--- src/rtl/matrix_cmd_pkg.sv ---
// Shared opcodes, parser state encoding and pixel layout for the LED matrix command path.
package matrix_cmd_pkg;

    localparam logic [7:0] OP_R_SET = 8'h52;  // 'R'
    localparam logic [7:0] OP_R_CLR = 8'h72;  // 'r'
    localparam logic [7:0] OP_G_SET = 8'h47;  // 'G'
    localparam logic [7:0] OP_G_CLR = 8'h67;  // 'g'
    localparam logic [7:0] OP_B_SET = 8'h42;  // 'B'
    localparam logic [7:0] OP_B_CLR = 8'h62;  // 'b'
    localparam logic [7:0] OP_LEVEL = 8'h4C;  // 'L'
    localparam logic [7:0] OP_PIXEL = 8'h50;  // 'P'
    localparam logic [7:0] OP_FILL  = 8'h46;  // 'F'
    localparam logic [7:0] OP_CLEAR = 8'h43;  // 'C'

    // ~10 ms at 53.2 MHz; only used when CMD_TIMEOUT_EN is defined
    localparam int TIMEOUT_CYCLES = 532000;
    localparam int TIMEOUT_WIDTH  = 20;

    typedef enum logic [3:0] {
        S_IDLE, S_ARG_BRIGHT, S_ADDR_HI, S_ADDR_LO, S_COUNT,
        S_PIX_R, S_PIX_G, S_PIX_B, S_CLEAR
    } state_e;

    typedef struct packed {
        logic [7:0] b;
        logic [7:0] g;
        logic [7:0] r;
    } pixel_t;

endpackage

--- src/rtl/matrix_fb_writer.sv ---
// Single-entry frame buffer write slot: holds one request until fb_wr_ready accepts it.
module matrix_fb_writer
    import matrix_cmd_pkg::*;
#(
    parameter int ADDR_WIDTH = 11
) (
    input  logic                  clk_in,
    input  logic                  reset,
    input  logic                  req_valid,
    input  logic [ADDR_WIDTH-1:0] req_addr,
    input  pixel_t                req_data,
    output logic                  pending,
    input  logic                  fb_wr_ready,
    output logic                  fb_wr_en,
    output logic [ADDR_WIDTH-1:0] fb_wr_addr,
    output logic [23:0]           fb_wr_data
);

    logic                  en_q, en_d;
    logic [ADDR_WIDTH-1:0] addr_q, addr_d;
    pixel_t                data_q, data_d;

    // A slot retiring this cycle can be refilled in the same cycle
    assign pending = en_q && !fb_wr_ready;

    always_comb begin
        en_d   = en_q;
        addr_d = addr_q;
        data_d = data_q;
        if (req_valid && !pending) begin
            en_d   = 1'b1;
            addr_d = req_addr;
            data_d = req_data;
        end else if (en_q && fb_wr_ready) begin
            en_d = 1'b0;
        end
    end

    always_ff @(posedge clk_in or posedge reset) begin
        if (reset) begin
            en_q   <= 1'b0;
            addr_q <= '0;
            data_q <= '0;
        end else begin
            en_q   <= en_d;
            addr_q <= addr_d;
            data_q <= data_d;
        end
    end

    assign fb_wr_en   = en_q;
    assign fb_wr_addr = addr_q;
    assign fb_wr_data = data_q;

endmodule

--- src/rtl/matrix_cmd_sequencer.sv ---
// UART byte-stream command parser driving LED matrix config and frame buffer writes.
// Optional CMD_TIMEOUT_EN aborts partial commands after TIMEOUT_CYCLES idle cycles.
module matrix_cmd_sequencer
    import matrix_cmd_pkg::*;
#(
    parameter int PIXEL_COUNT  = 2048,
    parameter int ADDR_WIDTH   = 11,
    parameter int BRIGHT_WIDTH = 4
) (
    input  logic                    clk_in,
    input  logic                    reset,
    input  logic [7:0]              rx_data,
    input  logic                    rx_valid,
    input  logic                    rx_invalid,
    output logic [2:0]              rgb_enable,
    output logic [BRIGHT_WIDTH-1:0] brightness,
    output logic                    fb_wr_en,
    input  logic                    fb_wr_ready,
    output logic [ADDR_WIDTH-1:0]   fb_wr_addr,
    output logic [23:0]             fb_wr_data,
    output logic                    busy,
    output logic                    cmd_error
);

    localparam logic [ADDR_WIDTH-1:0] LAST_ADDR = ADDR_WIDTH'(PIXEL_COUNT - 1);
    localparam logic [16:0]           PIX_LIMIT = 17'(PIXEL_COUNT);

    state_e                  state_q, state_d;
    logic                    fill_q, fill_d;
    logic [7:0]              addr_hi_q, addr_hi_d;
    logic [ADDR_WIDTH-1:0]   addr_q, addr_d;
    logic                    addr_bad_q, addr_bad_d;
    logic [8:0]              count_q, count_d;
    logic [7:0]              pix_r_q, pix_r_d, pix_g_q, pix_g_d;
    logic [2:0]              rgb_q, rgb_d;
    logic [BRIGHT_WIDTH-1:0] bright_q, bright_d;
    logic                    err_q, err_d;

    logic                    req_valid, wr_pending;
    logic [ADDR_WIDTH-1:0]   req_addr;
    pixel_t                  req_data;
    logic [15:0]             full_addr;

`ifdef CMD_TIMEOUT_EN
    logic [TIMEOUT_WIDTH-1:0] tmo_q, tmo_d;
`endif

    assign full_addr = {addr_hi_q, rx_data};

    always_comb begin
        state_d    = state_q;
        fill_d     = fill_q;
        addr_hi_d  = addr_hi_q;
        addr_d     = addr_q;
        addr_bad_d = addr_bad_q;
        count_d    = count_q;
        pix_r_d    = pix_r_q;
        pix_g_d    = pix_g_q;
        rgb_d      = rgb_q;
        bright_d   = bright_q;
        err_d      = 1'b0;
        req_valid  = 1'b0;
        req_addr   = addr_q;
        req_data   = '{b: rx_data, g: pix_g_q, r: pix_r_q};

        if (state_q == S_CLEAR) begin
            // Clear owns the write slot; every incoming byte is a protocol error
            req_valid = 1'b1;
            req_data  = '0;
            if (!wr_pending) begin
                addr_d = (addr_q == LAST_ADDR) ? '0 : addr_q + 1'b1;
                if (addr_q == LAST_ADDR) state_d = S_IDLE;
            end
            if (rx_valid) err_d = 1'b1;
        end else if (rx_valid && rx_invalid) begin
            state_d = S_IDLE;
            err_d   = 1'b1;
        end else if (rx_valid) begin
            case (state_q)
                S_IDLE: begin
                    case (rx_data)
                        OP_R_SET: rgb_d[0] = 1'b1;
                        OP_R_CLR: rgb_d[0] = 1'b0;
                        OP_G_SET: rgb_d[1] = 1'b1;
                        OP_G_CLR: rgb_d[1] = 1'b0;
                        OP_B_SET: rgb_d[2] = 1'b1;
                        OP_B_CLR: rgb_d[2] = 1'b0;
                        OP_LEVEL: state_d = S_ARG_BRIGHT;
                        OP_PIXEL: begin fill_d = 1'b0; state_d = S_ADDR_HI; end
                        OP_FILL:  begin fill_d = 1'b1; state_d = S_ADDR_HI; end
                        OP_CLEAR: begin addr_d = '0; state_d = S_CLEAR; end
                        default:  err_d = 1'b1;
                    endcase
                end
                S_ARG_BRIGHT: begin
                    bright_d = rx_data[BRIGHT_WIDTH-1:0];
                    state_d  = S_IDLE;
                end
                S_ADDR_HI: begin
                    addr_hi_d = rx_data;
                    state_d   = S_ADDR_LO;
                end
                S_ADDR_LO: begin
                    addr_d     = full_addr[ADDR_WIDTH-1:0];
                    addr_bad_d = {1'b0, full_addr} >= PIX_LIMIT;
                    err_d      = addr_bad_d;
                    count_d    = 9'd1;
                    state_d    = fill_q ? S_COUNT : S_PIX_R;
                end
                S_COUNT: begin
                    count_d = (rx_data == 8'd0) ? 9'd256 : {1'b0, rx_data};
                    state_d = S_PIX_R;
                end
                S_PIX_R: begin pix_r_d = rx_data; state_d = S_PIX_G; end
                S_PIX_G: begin pix_g_d = rx_data; state_d = S_PIX_B; end
                S_PIX_B: begin
                    if (!addr_bad_q) begin
                        if (wr_pending) err_d = 1'b1;
                        else            req_valid = 1'b1;
                    end
                    addr_d  = (addr_q == LAST_ADDR) ? '0 : addr_q + 1'b1;
                    count_d = count_q - 9'd1;
                    state_d = (count_q == 9'd1) ? S_IDLE : S_PIX_R;
                end
                default: state_d = S_IDLE;
            endcase
        end

`ifdef CMD_TIMEOUT_EN
        tmo_d = '0;
        if (!rx_valid && state_q != S_IDLE && state_q != S_CLEAR) begin
            if (tmo_q == TIMEOUT_WIDTH'(TIMEOUT_CYCLES - 1)) begin
                state_d = S_IDLE;
                err_d   = 1'b1;
            end else begin
                tmo_d = tmo_q + 1'b1;
            end
        end
`endif
    end

    always_ff @(posedge clk_in or posedge reset) begin
        if (reset) begin
            state_q    <= S_IDLE;
            fill_q     <= 1'b0;
            addr_hi_q  <= '0;
            addr_q     <= '0;
            addr_bad_q <= 1'b0;
            count_q    <= '0;
            pix_r_q    <= '0;
            pix_g_q    <= '0;
            rgb_q      <= 3'b111;
            bright_q   <= '1;
            err_q      <= 1'b0;
        end else begin
            state_q    <= state_d;
            fill_q     <= fill_d;
            addr_hi_q  <= addr_hi_d;
            addr_q     <= addr_d;
            addr_bad_q <= addr_bad_d;
            count_q    <= count_d;
            pix_r_q    <= pix_r_d;
            pix_g_q    <= pix_g_d;
            rgb_q      <= rgb_d;
            bright_q   <= bright_d;
            err_q      <= err_d;
        end
    end

`ifdef CMD_TIMEOUT_EN
    always_ff @(posedge clk_in or posedge reset) begin
        if (reset) tmo_q <= '0;
        else       tmo_q <= tmo_d;
    end
`endif

    matrix_fb_writer #(.ADDR_WIDTH(ADDR_WIDTH)) u_writer (
        .clk_in      (clk_in),
        .reset       (reset),
        .req_valid   (req_valid),
        .req_addr    (req_addr),
        .req_data    (req_data),
        .pending     (wr_pending),
        .fb_wr_ready (fb_wr_ready),
        .fb_wr_en    (fb_wr_en),
        .fb_wr_addr  (fb_wr_addr),
        .fb_wr_data  (fb_wr_data)
    );

    assign rgb_enable = rgb_q;
    assign brightness = bright_q;
    assign cmd_error  = err_q;
    assign busy       = (state_q != S_IDLE) || fb_wr_en;

endmodule

--- config.mk ---
export PLATFORM = sky130hd
export DESIGN_NAME = matrix_cmd_sequencer
export DESIGN_NICKNAME = d
export VERILOG_FILES = /design/src/rtl/matrix_cmd_pkg.sv /design/src/rtl/matrix_fb_writer.sv /design/src/rtl/matrix_cmd_sequencer.sv
export SDC_FILE = /design/constraint.sdc
export NUM_CORES = 1
export LEC_CHECK = 0
export CAP_MARGIN = 20
export CELL_PAD_IN_SITES_DETAIL_PLACEMENT = 1
export CELL_PAD_IN_SITES_GLOBAL_PLACEMENT = 1
export CORE_ASPECT_RATIO = 1.25
export CORE_MARGIN = 2
export CORE_UTILIZATION = 39
export CTS_CLUSTER_DIAMETER = 100
export DETAILED_ROUTE_END_ITERATION = 16
export PLACE_DENSITY = 0.81
export SLEW_MARGIN = 30
export SYNTH_ARGS = -nofsm -noshare
export SYNTH_HDL_FRONTEND = slang
export SYNTH_SLANG_ARGS = --single-unit
--- constraint.sdc ---
create_clock -name clk_in -period 2.86 [get_ports clk_in]
set_input_delay 0.572 -clock clk_in [delete_from_list [all_inputs] [get_ports clk_in]]
set_output_delay 0.572 -clock clk_in [all_outputs]
set_load 0.05 [all_outputs]
==> metrics.txt <==
status completed; Hold Violations, Final 0; Final Core Density 0.498; Internal 3120 uW; CTS Sinks 94; RSZ-0062 raised after global routing false; area leader, netlist dfrtp_1; Cell Rows 44; max-capacitance violation count 0; Worst-Margin Slew 667 ps; initial antenna violation count 0; dpl cells 670; 1st-pass router iterations 4; CP endpoint kind primary output; Antenna diodes 0; Clock power frac 0.240; CTS tree done; leakage 0.00260 uW; IO Pins 58; DRC Markers 0; EDFF count, synth 0; final worst path period need 2690 ps; worst endpoint required time 2290 ps; TritonCTS Buffers 9; mapped cell area 4550 sq um; Die Wd 101 microns; largest net degree at the start of global routing 53; ys flop type dfrtp_1; period utilization 0.942; final WL 13200 microns; Seq/Total Area, Yosys 0.519; Switching Fraction 0.395; Final Non-Filler Cells 686; Arr. time, crit path 2120 ps; root buf cell clkbuf_16; Total GRT Usage 0.222; first-pass GRT wire length 21800 microns; number of distinct library cells after synthesis 61; Reg power frac 0.389; share of cells above drive strength 1 0.172; CP Max Fanout 13; commonest cells after routing, fill and taps aside nand2_1, dfrtp_1, clkdlybuf4s50_1; most area-consuming cells after synthesis dfrtp_1, nand2_1, mux2_2, dfstp_2, nand3_1; Synth async-reset ratio 1.00; max_slew headroom 0.555; DR WL/cell 19.3 microns; Post-Synthesis Cells 472; Clock Skew 9.61 ps; Max Fclk 0.371 GHz; worst hold path depth 2; clock-pin slew of the registers on the worst-case setup and hold paths 70 ps; #FFs+latches synth 94; Synth top area share 0.479; layout net count 559; detailed-route via count 3916; PortBufs 57; CP Class reg2out; Worst-Skew Late Latency 350 ps; hold crit path type reg2reg; hold_buf cts 0; Via-to-Cell Ratio 5.71; Startpoint Class register; hpwl dp 9170 microns; vias in the first global route 4194; 1st-iter DRT viols 245; DIE AREA 12500 sq um; GP Congestion 0.872; setup TNS 0 ps; max-slew violations 0; switching power total 2040 uW; Reg2Reg Depth 7; Initial Util 0.395; total gr overflow 0; Die Y 125 microns; P per Cell Area 901 nW/um^2; H-tree depth 3; Core Area 11500 sq um; Bufs on Longest Clock Path 2; Comb power frac 0.371; Post-Synthesis Mean Instance Area 9.64 sq um; # setup viols final 0; VDD IR max 0.552 mV; most common cell after layout, fill and taps aside nand2_1; Syn Nets 488; Ys Warns 0; antenna-violating nets left 0; area grow syn2layout 26.0%
[power by group through the flow]
stage          registers, uW  logic, uW  clock network (uW)
3_5_place_dp            2010       1890                   0
3_3_place_gp            1990       1830                   0
4_1_cts                 2000       1920                1250
6_report                2010       1920                1240
5_1_grt                 2060       2060                1300
2_1_floorplan           2420        813                   0
[synthesized netlist by cell type, types with 5 or more instances]
library cell and count:
mux2_2 28, inv_1 15, clkbuf_1 18, dfstp_2 7
dfrtp_1 87, nand2_1 90, o21ai_0 33, nand3_1 33
nor3_1 13, o31ai_1 5, a21oi_1 14, nor2_1 27
nor4_1 6, buf_2 8, nand2b_1 9
[metal layers]
metal	share of wire	track usage	wire, microns	up-vias
met5	0	0	0	-
met4	0.028	0.0862	374	0
met3	0.037	0.0387	487	35
met2	0.52	0.387	6890	102
met1	0.41	0.268	5460	1964
li1	-	-	-	1815
[through the flow]
stage	worst slack (ps)	cell area, sq um	hold WS [ps]	power (uW)
finish	166	5730	467	5160
global route	66.3	5730	495	5420
CTS	31.2	5720	475	5170
detailed placement	79.7	5420	459	3900
global placement	142	5420	450	3810
floorplan	686	4550	449	3230
[sequential cells by signal (all words and copies together) (netlist names)]
name                 flops
rgb_enable               3
pix_r_q                  8
count_q                  9
addr_q                  11
state_q                  4
u_writer.fb_wr_data     24
u_writer.fb_wr_en        1
fill_q                   1
brightness               4
addr_hi_q                8
addr_bad_q               1
u_writer.fb_wr_addr     11
cmd_error                1
pix_g_q                  8
[worst paths after layout]
kind,startpoint,to,slack [ps]
setup reg to reg,state_q[1],state_q[2],580
min in group asynchronous,reset,u_writer.fb_wr_data[7],680
setup / recovery,state_q[2],busy,170
hold / removal,u_writer.fb_wr_data[3],u_writer.fb_wr_data[3],470
hold reg to reg,u_writer.fb_wr_data[3],u_writer.fb_wr_data[3],470
max in group asynchronous,reset,rgb_enable[1],1440
[critical path, cell delays in order, from the launching register on]
cell and delay (ps):
dfrtp_1 540, nor4_4 410, nand2b_1 110, clkdlybuf4s50_1 710
[kinds of logic after synthesis]
| kind of cell | share of synthesized area |
|---|---|
| buffers and inverters | 0.0385 |
| and+or+nand+nor | 0.222 |
| AOI/OAI and AO/OA | 0.136 |
| adders and majority gates | 0.00825 |
| DFF | 0.519 |
| muxes | 0.0759 |
[cell type report]
class	count	area, sq um
Clock buffer	12	246
Clock inverter	4	55.1
Fill cell	1291	5770
Inverter	15	60.1
Multi-Input combinational cell	335	2020
Sequential cell	94	2360
Tap cell	138	173
Timing Repair Buffer	88	816
[repair_timing]
action	4_1_cts	5_1_grt
hold endpoints to repair	0	0
setup endpoints to repair	0	1
buffers inserted	0	0
gates resized for setup	0	1
(Power assumes the default switching activity.)
